<file path="config.mk">
export PLATFORM = sky130hd
export DESIGN_NAME = fp_cmp_arbiter
export DESIGN_NICKNAME = d
export VERILOG_FILES = /design/src/rtl/fp_cmp_arbiter.sv
export SDC_FILE = /design/constraint.sdc
export NUM_CORES = 1
export LEC_CHECK = 0
export ABC_AREA = 1
export ABC_CLOCK_PERIOD_IN_PS = 2000
export BUFFER_PORTS_ARGS = -buffer_cell sky130_fd_sc_hd__buf_2
export CORE_MARGIN = 2
export CORE_UTILIZATION = 35
export CTS_CLUSTER_SIZE = 14
export DETAILED_ROUTE_END_ITERATION = 8
export PLACE_DENSITY = 0.66
export SLEW_MARGIN = 20
export SYNTH_ARGS = -nofsm -noshare
export SYNTH_HDL_FRONTEND = slang
export SYNTH_SLANG_ARGS = --single-unit
</file>
<file path="constraint.sdc">
create_clock -name clk -period 2 [get_ports clk]
set_input_delay 0.3 -clock clk [delete_from_list [all_inputs] [get_ports clk]]
set_output_delay 0.3 -clock clk [all_outputs]
set_load 0.05 [all_outputs]
</file>
<file path="src/rtl/fp_cmp_arbiter.sv">
// Round-robin arbiter in front of a single shared single-precision compare unit.
// Supports FEQ/FLT/FLE (func3 010/001/000) and returns a tagged result over valid/ready.
// It also keeps a sticky invalid-operation flag for fflags.
module fp_cmp_arbiter #(
  parameter int unsigned NUM_REQ = 4,
  parameter int unsigned ID_W    = $clog2(NUM_REQ)
) (
  input  logic                   clk,
  input  logic                   rst,
  input  logic [NUM_REQ-1:0]     req_valid,
  output logic [NUM_REQ-1:0]     req_ready,
  input  logic [32*NUM_REQ-1:0]  req_a,
  input  logic [32*NUM_REQ-1:0]  req_b,
  input  logic [3*NUM_REQ-1:0]   req_func3,
  output logic                   rsp_valid,
  input  logic                   rsp_ready,
  output logic [ID_W-1:0]        rsp_id,
  output logic                   rsp_cmp,
  output logic                   rsp_invalid,
  output logic                   fflags_nv,
  input  logic                   fflags_clr,
  output logic                   busy
);

  typedef enum logic [1:0] {StIdle, StExec, StResp} state_e;

  state_e          state_q;
  logic [ID_W-1:0] rr_ptr_q;
  logic [31:0]     op_a_q;
  logic [31:0]     op_b_q;
  logic [2:0]      op_func3_q;
  logic [ID_W-1:0] op_id_q;

  logic            grant_found;
  logic [ID_W-1:0] grant_id;

  // First valid requester scanning upward from rr_ptr, wrapping modulo NUM_REQ
  always_comb begin
    int              idx;
    logic [ID_W-1:0] cand;
    grant_found = 1'b0;
    grant_id    = '0;
    idx         = 0;
    cand        = '0;
    for (int k = 0; k < int'(NUM_REQ); k++) begin
      idx = int'(rr_ptr_q) + k;
      if (idx >= int'(NUM_REQ)) idx = idx - int'(NUM_REQ);
      cand = ID_W'(idx);
      if (!grant_found && req_valid[cand]) begin
        grant_found = 1'b1;
        grant_id    = cand;
      end
    end
  end

  // Grant is only offered while idle; held off during reset
  always_comb begin
    req_ready = '0;
    if (!rst && state_q == StIdle && grant_found) req_ready[grant_id] = 1'b1;
  end

  assign busy = (state_q != StIdle);

  logic a_nan, b_nan, a_snan, b_snan, any_nan, both_zero;
  logic is_eq, is_lt, cmp_res, cmp_inv;

  // Sign-magnitude compare on the latched operands; NaNs never compare true
  always_comb begin
    a_nan     = (&op_a_q[30:23]) && (|op_a_q[22:0]);
    b_nan     = (&op_b_q[30:23]) && (|op_b_q[22:0]);
    a_snan    = a_nan && !op_a_q[22];
    b_snan    = b_nan && !op_b_q[22];
    any_nan   = a_nan || b_nan;
    both_zero = ~|(op_a_q[30:0] | op_b_q[30:0]);
    is_eq     = !any_nan && ((op_a_q == op_b_q) || both_zero);
    if (any_nan || both_zero) begin
      is_lt = 1'b0;
    end else if (op_a_q[31] != op_b_q[31]) begin
      is_lt = op_a_q[31];
    end else if (!op_a_q[31]) begin
      is_lt = op_a_q[30:0] < op_b_q[30:0];
    end else begin
      is_lt = op_a_q[30:0] > op_b_q[30:0];
    end
    case (op_func3_q)
      3'b010:  cmp_res = is_eq;
      3'b001:  cmp_res = is_lt;
      3'b000:  cmp_res = is_lt || is_eq;
      default: cmp_res = 1'b0;
    endcase
    cmp_inv = a_snan || b_snan;
  end

  // Control FSM with registered response outputs and sticky NV
  always_ff @(posedge clk) begin
    if (rst) begin
      state_q     <= StIdle;
      rr_ptr_q    <= '0;
      op_a_q      <= '0;
      op_b_q      <= '0;
      op_func3_q  <= '0;
      op_id_q     <= '0;
      rsp_valid   <= 1'b0;
      rsp_id      <= '0;
      rsp_cmp     <= 1'b0;
      rsp_invalid <= 1'b0;
      fflags_nv   <= 1'b0;
    end else begin
      // Clear first so a same-cycle set below takes priority
      if (fflags_clr) fflags_nv <= 1'b0;
      case (state_q)
        StIdle: begin
          if (grant_found) begin
            op_a_q     <= req_a[32*grant_id +: 32];
            op_b_q     <= req_b[32*grant_id +: 32];
            op_func3_q <= req_func3[3*grant_id +: 3];
            op_id_q    <= grant_id;
            state_q    <= StExec;
          end
        end
        StExec: begin
          rsp_cmp     <= cmp_res;
          rsp_invalid <= cmp_inv;
          rsp_id      <= op_id_q;
          rsp_valid   <= 1'b1;
          if (cmp_inv) fflags_nv <= 1'b1;
          state_q     <= StResp;
        end
        StResp: begin
          if (rsp_ready) begin
            rsp_valid <= 1'b0;
            rr_ptr_q  <= (rsp_id == ID_W'(NUM_REQ - 1)) ? '0 : rsp_id + 1'b1;
            state_q   <= StIdle;
          end
        end
        default: state_q <= StIdle;
      endcase
    end
  end

endmodule
</file>
Word level (Yosys, flattened, before mapping):

Cells that the tools add are included.

* register bits: 79
* bits of input ports: 276
* output and inout port bits: 11
* word-level logic and storage cells: 118

* add/subtract/negate cells: 8
* multipliers: 1
* $lt $le $gt $ge: 12
* eq/ne operators: 9
* shifts and indexed selects: 3
* mux-type cells: 36
* bitwise logic cells: 1
* reductions and logical operators: 37

Operators with widths (number)
* indexed part select 128 x 8 -> 32 bit: 2
* OR reduction 23 bit: 2
* equality test 32 bit: 1
* greater-than comparator 31 bit: 1
* less-than comparator 31 bit: 1
* bitwise OR 31 bit: 1
* OR reduction 31 bit: 1
* 2-to-1 mux 2 bit: 11
* 2-to-1 mux 1 bit: 16
* AND reduction 8 bit: 2
* less-than comparator 2 x 3 -> 1 bit, second input constant: 5
* indexed part select 12 x 5 -> 3 bit: 1
* logical AND 1 bit: 11
* >= comparator 3 bit, second input constant: 3
* binary-select mux 1 bit (select 2 bit): 4
* zero test 1 bit: 8
* AND reduction 2 bit: 4
* subtractor 2 x 1 -> 2 bit, second input constant: 4
* adder 2 x 2 -> 3 bit, second input constant: 2
* one-hot mux 2 bit (3 select lines): 1
* logical OR 1 bit: 5
* equality test 2 bit, second input constant: 2
* multiplier 2 x 2 -> 4 bit, first input constant: 1
* 2-to-1 mux 4 bit: 1
* 15 further kinds: 17

Logic depth before layout (Yosys ltp):

Gate-level depths: netlist of run 1.

* depth in word-level cells: 19
* gate-level depth with buffers: 18
* depth with buffers taken out: 17

Worst setup path after synthesis of run 1:

OpenSTA, ideal clock, no wires.

* path kind: reg-to-output
* from: reg rr_ptr_q[0]
* to: out req_ready[0]
* data arrival time: 2.746 ns
* data required time: 1.700 ns
* setup slack: -1.046 ns
* cell stages (with the launch flop): 13
* path buffers: 2
* cells stage by stage: dfxtp_1 buf_4 nand2_1 o21ai_0 nand2_1 o21ai_1 nor2_4 nand3b_1 nand2_1 inv_1 buf_2 nand2_1 nor3_1

* longest elaborated chain between the ends: 19
* elaborated cells on any way between the ends: 44
* classes of those cells: add/sub: 7; order compare: 6; mux: 23; reduce/logical: 8

RTL lines
* start, declared: line 28 `logic [ID_W-1:0] rr_ptr_q;`
* start signal, assigned: line 132 `rr_ptr_q <= (rsp_id == ID_W'(NUM_REQ - 1)) ? '0 : rsp_id + 1'b1;`
* branches (longest 18 deep; another with adder 2 x 1 -> 3 bit)
* 2-to-1 mux 4 bit *: line 59 `if (!rst && state_q == StIdle && grant_found) req_ready[grant_id] = 1'b1;`
* end, declared: line 11 `output logic [NUM_REQ-1:0] req_ready,`

Mark *: on every way between the ends. The select of a mux whose other input is x is not followed.

Final worst setup path of run 1:

* from: reg rr_ptr_q[0]
* to: out req_ready[2]

Same word-level chain as after synthesis.

==> impl_metrics.yaml, run 1 <==
logic_synthesis:
  syn_inst: 1337
  yosys_warnings: 0
  async_reset_ff_frac: 0
  ys_types: 32
  ys_ff_latch: 79
  synthFlopType: "dfxtp_1"
  synth.area.top_cells: "nand2_1 (27%), dfxtp_1 (21%), nand3_1 (14%)"
  synth_fp_nets: 1676
  synth-seq-area-share: 0.210
  synth_top_area_frac: 0.267
  syn_area_per_cell_um2: 5.64
  synth-edff-count: 0
  yosys.area.top_type: "nand2_1"
  syn_area_um2: 7540
job:
  max_cap_violations: 0
clocking:
  clock_latency_ns: 0.35
  cts.path.max_buffers: 2
  htreeDepth: 3
  cts_num_sinks: 79
  cts_root_buffer: "clkbuf_16"
  cts_buffers: 9
  cts.clk_slew.worst_paths_ns: 0.06
  tritoncts: "done"
  hold_buffers: 0
power_and_ir_drop:
  cellLeakagePower_uw: 0.00691
  p_clk_frac: 0.147
  ir_worst_vdd_mv: 0.398
  powerDensity_nw_per_um2: 903
  comb_power_share: 0.661
  intPower_uw: 6240
  p_sw_frac: 0.450
  seqPwrFrac: 0.192
  power.switching_uw: 5110
global_routing:
  busiest_layer: "met2"
  grt_first_pass_wirelength_mm: 44.6
  use_met3: 0.0202
  grt_usage: 0.252
  grt_max_degree: 89
  grt_pass1_vias: 8639
  overflow: 0
  use_met2: 0.410
  grt_use_met1: 0.353
  antenna_found_initial: 1
placement:
  dp_hpwl_mm: 19.7
  post-place-ws_ns: -0.378
  port_buffers: 286
  dpl_cell_area_um2: 9630
  place.gp.congestion: 0.907
finish:
  syn2layout_area_growth_pct: 66.4
  design_area_um2: 12600
  fill_cells: 1966
  mostFrequentLayoutCell: "nand2_1"
  final_layout_size_suffix_gt1_frac: 0.414
  final_cell_mix: "nand2_1 (472), buf_2 (282), inv_1 (161)"
  nets: 2026
routing:
  drtIter0Drc: 769
  route.vias.total: 10000
  wire_per_inst_um: 18.0
  drcViolationCount: 0
  viasPerCell: 5.08
  firstDrtPassIters: 5
  postRouteAntennaNets: 0
  drt_wl_total_mm: 35.3
sta:
  slew_headroom: 0.458
  final-setup-viol-count: 71
  period_share: 1.25
  clock.fmax_mhz: 401
  fin_crit_ns: 2.49
  setup_slack_ns: -0.494
  drv_slew: 0
  fin_skew_ns: 0.00606
  grt_setup_unrepaired: "yes"
  tns_ns: -23.27
  hold_violations: 0
  worst_pin_slew_ns: 0.813
critical_path:
  crit_required_ns: 1.70
  r2r_start: "rr_ptr_q[0]$_SDFFE_PP0P_"
  crit_type: "reg2out"
  start_kind: "register"
  endpoint_kind: "output pin"
  r2r_end: "op_a_q[18]$_SDFFE_PP0P_"
  r2r_slack_ns: -0.41
  reg2regPathDepth: 19
  critPathArrivalTime_ns: 2.19
  crit_fanout: 4
hold_path:
  min_path_type: "in2reg"
  min_path_cells: 4
  min_to: "fflags_nv$_SDFF_PP0_"
  hold_start: "fflags_clr"
floorplan:
  die_area_um2: 22700
  io_pins: 287
  die_y_um: 151
  core_area_um2: 21100
  initial_core_util: 0.358
  die_x_um: 151
  placementRows: 53
status:
  violations: "negative setup slack"
  status: "finished with violations"
worst max-delay path by stage:
stage,cells after the start,to,slack (ns),from
after floorplan,14,req_ready[0],-0.30,rr_ptr_q[0]$_SDFFE_PP0P_
after global placement,10,op_b_q[21]$_SDFFE_PP0P_,-0.33,rr_ptr_q[0]$_SDFFE_PP0P_
after detailed placement,10,op_b_q[21]$_SDFFE_PP0P_,-0.38,rr_ptr_q[0]$_SDFFE_PP0P_
after CTS,12,req_ready[3],-0.48,rr_ptr_q[0]$_SDFFE_PP0P_
after global routing,11,req_ready[2],-0.56,rr_ptr_q[0]$_SDFFE_PP0P_
final,11,req_ready[2],-0.49,rr_ptr_q[0]$_SDFFE_PP0P_
cells in the mapped netlist, types with 3 or more instances:
cell        n
a21oi_1    84
buf_2      20
buf_4       5
buf_6      12
clkbuf_1   41
dfxtp_1    79
ha_1       63
inv_1     176
nand2_1   537
nand2_2     3
nand3_1   209
nand4_1    16
nor2_1     36
nor3_1     14
nor4_1      7
o21ai_0    10
o21ai_1     3
o21ai_2     3
cell families after synthesis:
| family | synth area share |
|---|---|
| AO/OA/AOI/OAI | 0.0740 |
| adder cells (fa/ha/maj) | 0.104 |
| flip-flops | 0.210 |
| buffers and inverters | 0.146 |
| AND/OR/NAND/NOR | 0.462 |
| XOR/XNOR | 0.00332 |
critical path: stages, from the launching register on:
cell	delay, ns
dfxtp_4	0.36
buf_6	0.12
xor2_4	0.16
nand2_1	0.08
o21ai_2	0.07
nor2_4	0.18
nand3_4	0.13
nand3_2	0.12
o21ai_4	0.10
buf_12	0.14
nor3_4	0.20
buf_6	0.19
stage by stage:
| step | hold WS [ns] | util | total power, uW | instances |
|---|---|---|---|---|
| 4_1_cts | 0.204 | 0.524 | 9740 | 1932 |
| 5_1_grt | 0.214 | 0.595 | 12100 | 1968 |
| 3_3_place_gp | 0.453 | 0.457 | 7000 | 1881 |
| 3_5_place_dp | 0.463 | 0.457 | 7030 | 1881 |
| 2_1_floorplan | 0.450 | - | 5530 | 1337 |
| 6_report | 0.205 | 0.595 | 11300 | 1968 |
power groups by stage:
| stage | Combinational, uW | Clock [uW] | Sequential [uW] |
|---|---|---|---|
| finish | 7490 | 1670 | 2180 |
| global route | 8130 | 1730 | 2210 |
| CTS | 5930 | 1680 | 2140 |
| detailed placement | 4860 | 0 | 2170 |
| global placement | 4830 | 0 | 2170 |
| floorplan | 3380 | 0 | 2150 |
sequential cells by signal, summed over array words and instances, names as in the netlist:
signal and cells:
rsp_cmp 1, state_q 2, op_func3_q 3, fflags_nv 1, op_a_q 32, rsp_invalid 1, rr_ptr_q 2, op_id_q 2
rsp_id 2, op_b_q 32, rsp_valid 1
cell type report:
cell class,count,area [um2],share of cell area
clock buffer,13,250,0.0199
timing repair buffer,419,3570,0.284
antenna,1,2.50,0.000199
tap,275,344,0.0274
inverter,178,678,0.0540
clock inverter,3,42.5,0.00339
sequential,79,1620,0.129
multi-input combinational,1000,6050,0.482
layer usage:
layer	routed length [um]	vias up
met5	0	-
met4	1530	0
met3	2840	100
met2	15900	536
met1	15000	4464
li1	-	4906
what timing repair did:
| item | 4_1_cts | 5_1_grt |
|---|---|---|
| buffers inserted | 17 | 12 |
| gates cloned | 18 | 25 |
| endpoints found under the setup margin | 72 | 73 |
| pin swaps | 24 | 127 |
| resized for setup | 111 | 226 |
(Power assumes the default switching activity.)
==> run 2: changes to the inputs <==
- ABC_AREA: 1 -> not set
- CTS_CLUSTER_SIZE: 14 -> 40
- PLACE_DENSITY: 0.66 -> 0.68
==> impl_metrics.yaml, run 2 <==
finish:
  final_layout_size_suffix_gt1_frac: 0.326
  nets: 1682
  n_antenna_cell: 0
  reg.largest.list: "op_a_q x32, op_b_q x32, op_func3_q x3"
  design_area_um2: 9230
  syn2layout_area_growth_pct: 43.3
  fin_cells: 1577
  final_cell_mix: "nand2_1 (344), buf_2 (282), nand3_1 (189)"
  mostFrequentLayoutCell: "nand2_1"
global_routing:
  grt_max_degree: 82
  overflow: 0
  antenna_found_initial: 0
  grt_pass1_vias: 7462
  grt_usage: 0.220
  grt_first_pass_wirelength_mm: 35.3
logic_synthesis:
  synth_fp_nets: 1371
  yosys.area.top_type: "dfxtp_1"
  synthMostInstantiatedCell: "nand2_1"
  ys_types: 45
  synth.area.top_cells: "dfxtp_1 (25%), nand2_1 (20%), nand3_1 (16%)"
  syn_area_um2: 6440
  syn_inst: 1032
  async_reset_ff_frac: 0
  syn_area_per_cell_um2: 6.24
  synth-edff-count: 0
  yosys_warnings: 0
  synthFlopType: "dfxtp_1"
  ys_ff_latch: 79
  synth_top_area_frac: 0.246
  yosys-top-cells-count: "nand2_1 (346), nand3_1 (203), a21oi_1 (89), dfxtp_1 (79), inv_1 (76)"
  synth-seq-area-share: 0.246
critical_path:
  crit_type: "reg2reg"
  crit_required_ns: 2.22
  r2r_end: "rsp_cmp$_SDFFE_PP0P_"
  r2r_slack_ns: -0.22
  crit_fanout: 2
  reg2regPathDepth: 9
  r2r_start: "op_b_q[13]$_SDFFE_PP0P_"
  critPathArrivalTime_ns: 2.44
  endpoint_kind: "register"
  start_kind: "register"
hold_path:
  min_path_cells: 3
  min_path_type: "in2reg"
  hold_start: "fflags_clr"
  min_to: "fflags_nv$_SDFF_PP0_"
placement:
  placedCellCount: 1551
  dpl_cell_area_um2: 8580
  port_buffers: 286
  place.gp.congestion: 0.936
  post-place-ws_ns: -0.318
  dp_hpwl_mm: 17.5
routing:
  drtIter0Drc: 475
  met3_length_mm: 1.04
  wire_per_inst_um: 14.3
  drt_wl_total_mm: 22.5
  top_layer: "met4"
  route.vias.total: 7877
  drcViolationCount: 0
  viasPerCell: 4.99
  route.met2.wl_mm: 11.7
  firstDrtPassIters: 5
  postRouteAntennaNets: 0
  m1WireLength_mm: 9.34
clocking:
  cts_num_sinks: 79
  clock_latency_ns: 0.34
  cts_buffers: 9
  cts_root_buffer: "clkbuf_16"
  htreeDepth: 3
  cts.clk_slew.worst_paths_ns: 0.06
  tritoncts: "done"
  cts.path.max_buffers: 2
sta:
  fin_crit_ns: 2.22
  period_share: 1.11
  grt_setup_unrepaired: "yes"
  setup_slack_ns: -0.220
  hold_violations: 0
  fin_skew_ns: 0.00590
  clock.fmax_mhz: 450
  worst_pin_slew_ns: 0.511
  final-setup-viol-count: 2
  drv_slew: 0
  slew_headroom: 0.656
floorplan:
  core_area_um2: 18000
  initial_core_util: 0.357
  io_pins: 287
  placementRows: 49
  die_area_um2: 19500
  die_y_um: 140
  die_x_um: 140
job:
  max_cap_violations: 0
power_and_ir_drop:
  powerDensity_nw_per_um2: 675
  ir_worst_vdd_mv: 0.407
  cellLeakagePower_uw: 0.00452
status:
  violations: "negative setup slack"
  status: "finished with violations"
==> run 2: cell count changes after synthesis, moves of 6 or more <==
cell      delta
nor3_1       -7
clkbuf_1    -10
nand3_1      -6
buf_6       -10
inv_1      -100
nand2_1    -191
buf_2       +15
nor4_1      +11
o21ai_0     -10
nor2_1      -21
==> run 2: layout make-up <==
type | count | area (um2)
fillers | 1820 | 8800
flip-flops and latches | 79 | 1600
clock buffers | 13 | 260
well taps | 229 | 287
repair buffers | 371 | 2270
multi-input cells | 806 | 4460
inverters | 76 | 285
clock inverters | 3 | 65.1
==> run 2: how the worst max path moves through the flow <==
stage / cells past startpoint / slack, ns / endpoint / start
finish: 9 / -0.22 / rsp_cmp$_SDFFE_PP0P_ / op_b_q[13]$_SDFFE_PP0P_
global route: 9 / -0.28 / rsp_cmp$_SDFFE_PP0P_ / op_b_q[30]$_SDFFE_PP0P_
CTS: 9 / -0.21 / rsp_cmp$_SDFFE_PP0P_ / op_b_q[13]$_SDFFE_PP0P_
detailed placement: 9 / -0.32 / rsp_cmp$_SDFFE_PP0P_ / op_b_q[11]$_SDFFE_PP0P_
global placement: 9 / -0.24 / rsp_cmp$_SDFFE_PP0P_ / op_b_q[11]$_SDFFE_PP0P_
floorplan: 9 / -0.19 / rsp_cmp$_SDFFE_PP0P_ / op_b_q[11]$_SDFFE_PP0P_
==> run 2: cells by family after synthesis <==
kind of cell / synth area share
compound gates: 0.0958
xor+xnor: 0.00136
fa+ha+maj: 0.122
buf+inv: 0.0948
flops: 0.246
mux: 0.00622
simple gates: 0.434
==> run 2: through the flow <==
stage          hold WS (ns)   util  setup TNS, ns  power [uW]
2_1_floorplan         0.436      -         -0.233        3310
3_3_place_gp          0.444  0.476         -0.242        4300
3_5_place_dp          0.446  0.476         -0.318        4330
4_1_cts               0.231  0.503         -0.231        6190
5_1_grt               0.233  0.512         -0.503        6640
6_report              0.234  0.512         -0.222        6230
==> run 2: timing repair <==
action                                 4_1_cts  5_1_grt
gates cloned                                 0        1
endpoints found under the hold margin        0        0
hold buffers                                 0        0
pin swaps                                   15        6
gates resized for setup                     22       28
setup endpoints to repair                    5       53
setup buffers                                8        2
==> run 2: report_power, final <==
part           internal (uW)  switching [uW]  total (uW)
Sequential              1760             130        1890
Combinational           1150            1410        2560
Clock                   1160             623        1780
==> run 2: critical path, stage by stage (launching register included) <==
cell,delay [ns]
dfxtp_2,0.33
inv_2,0.05
ha_4,0.23
or4_4,0.55
nor3_4,0.15
o21a_1,0.16
a2111oi_2,0.08
o211a_1,0.24
o211ai_1,0.21
o211ai_2,0.11
==> run 2: metal layers <==
metal,GRT usage,vias to the layer above
li1,-,4048
met5,0,-
met4,0.0605,0
met3,0.0330,34
met1,0.262,3591
met2,0.409,204
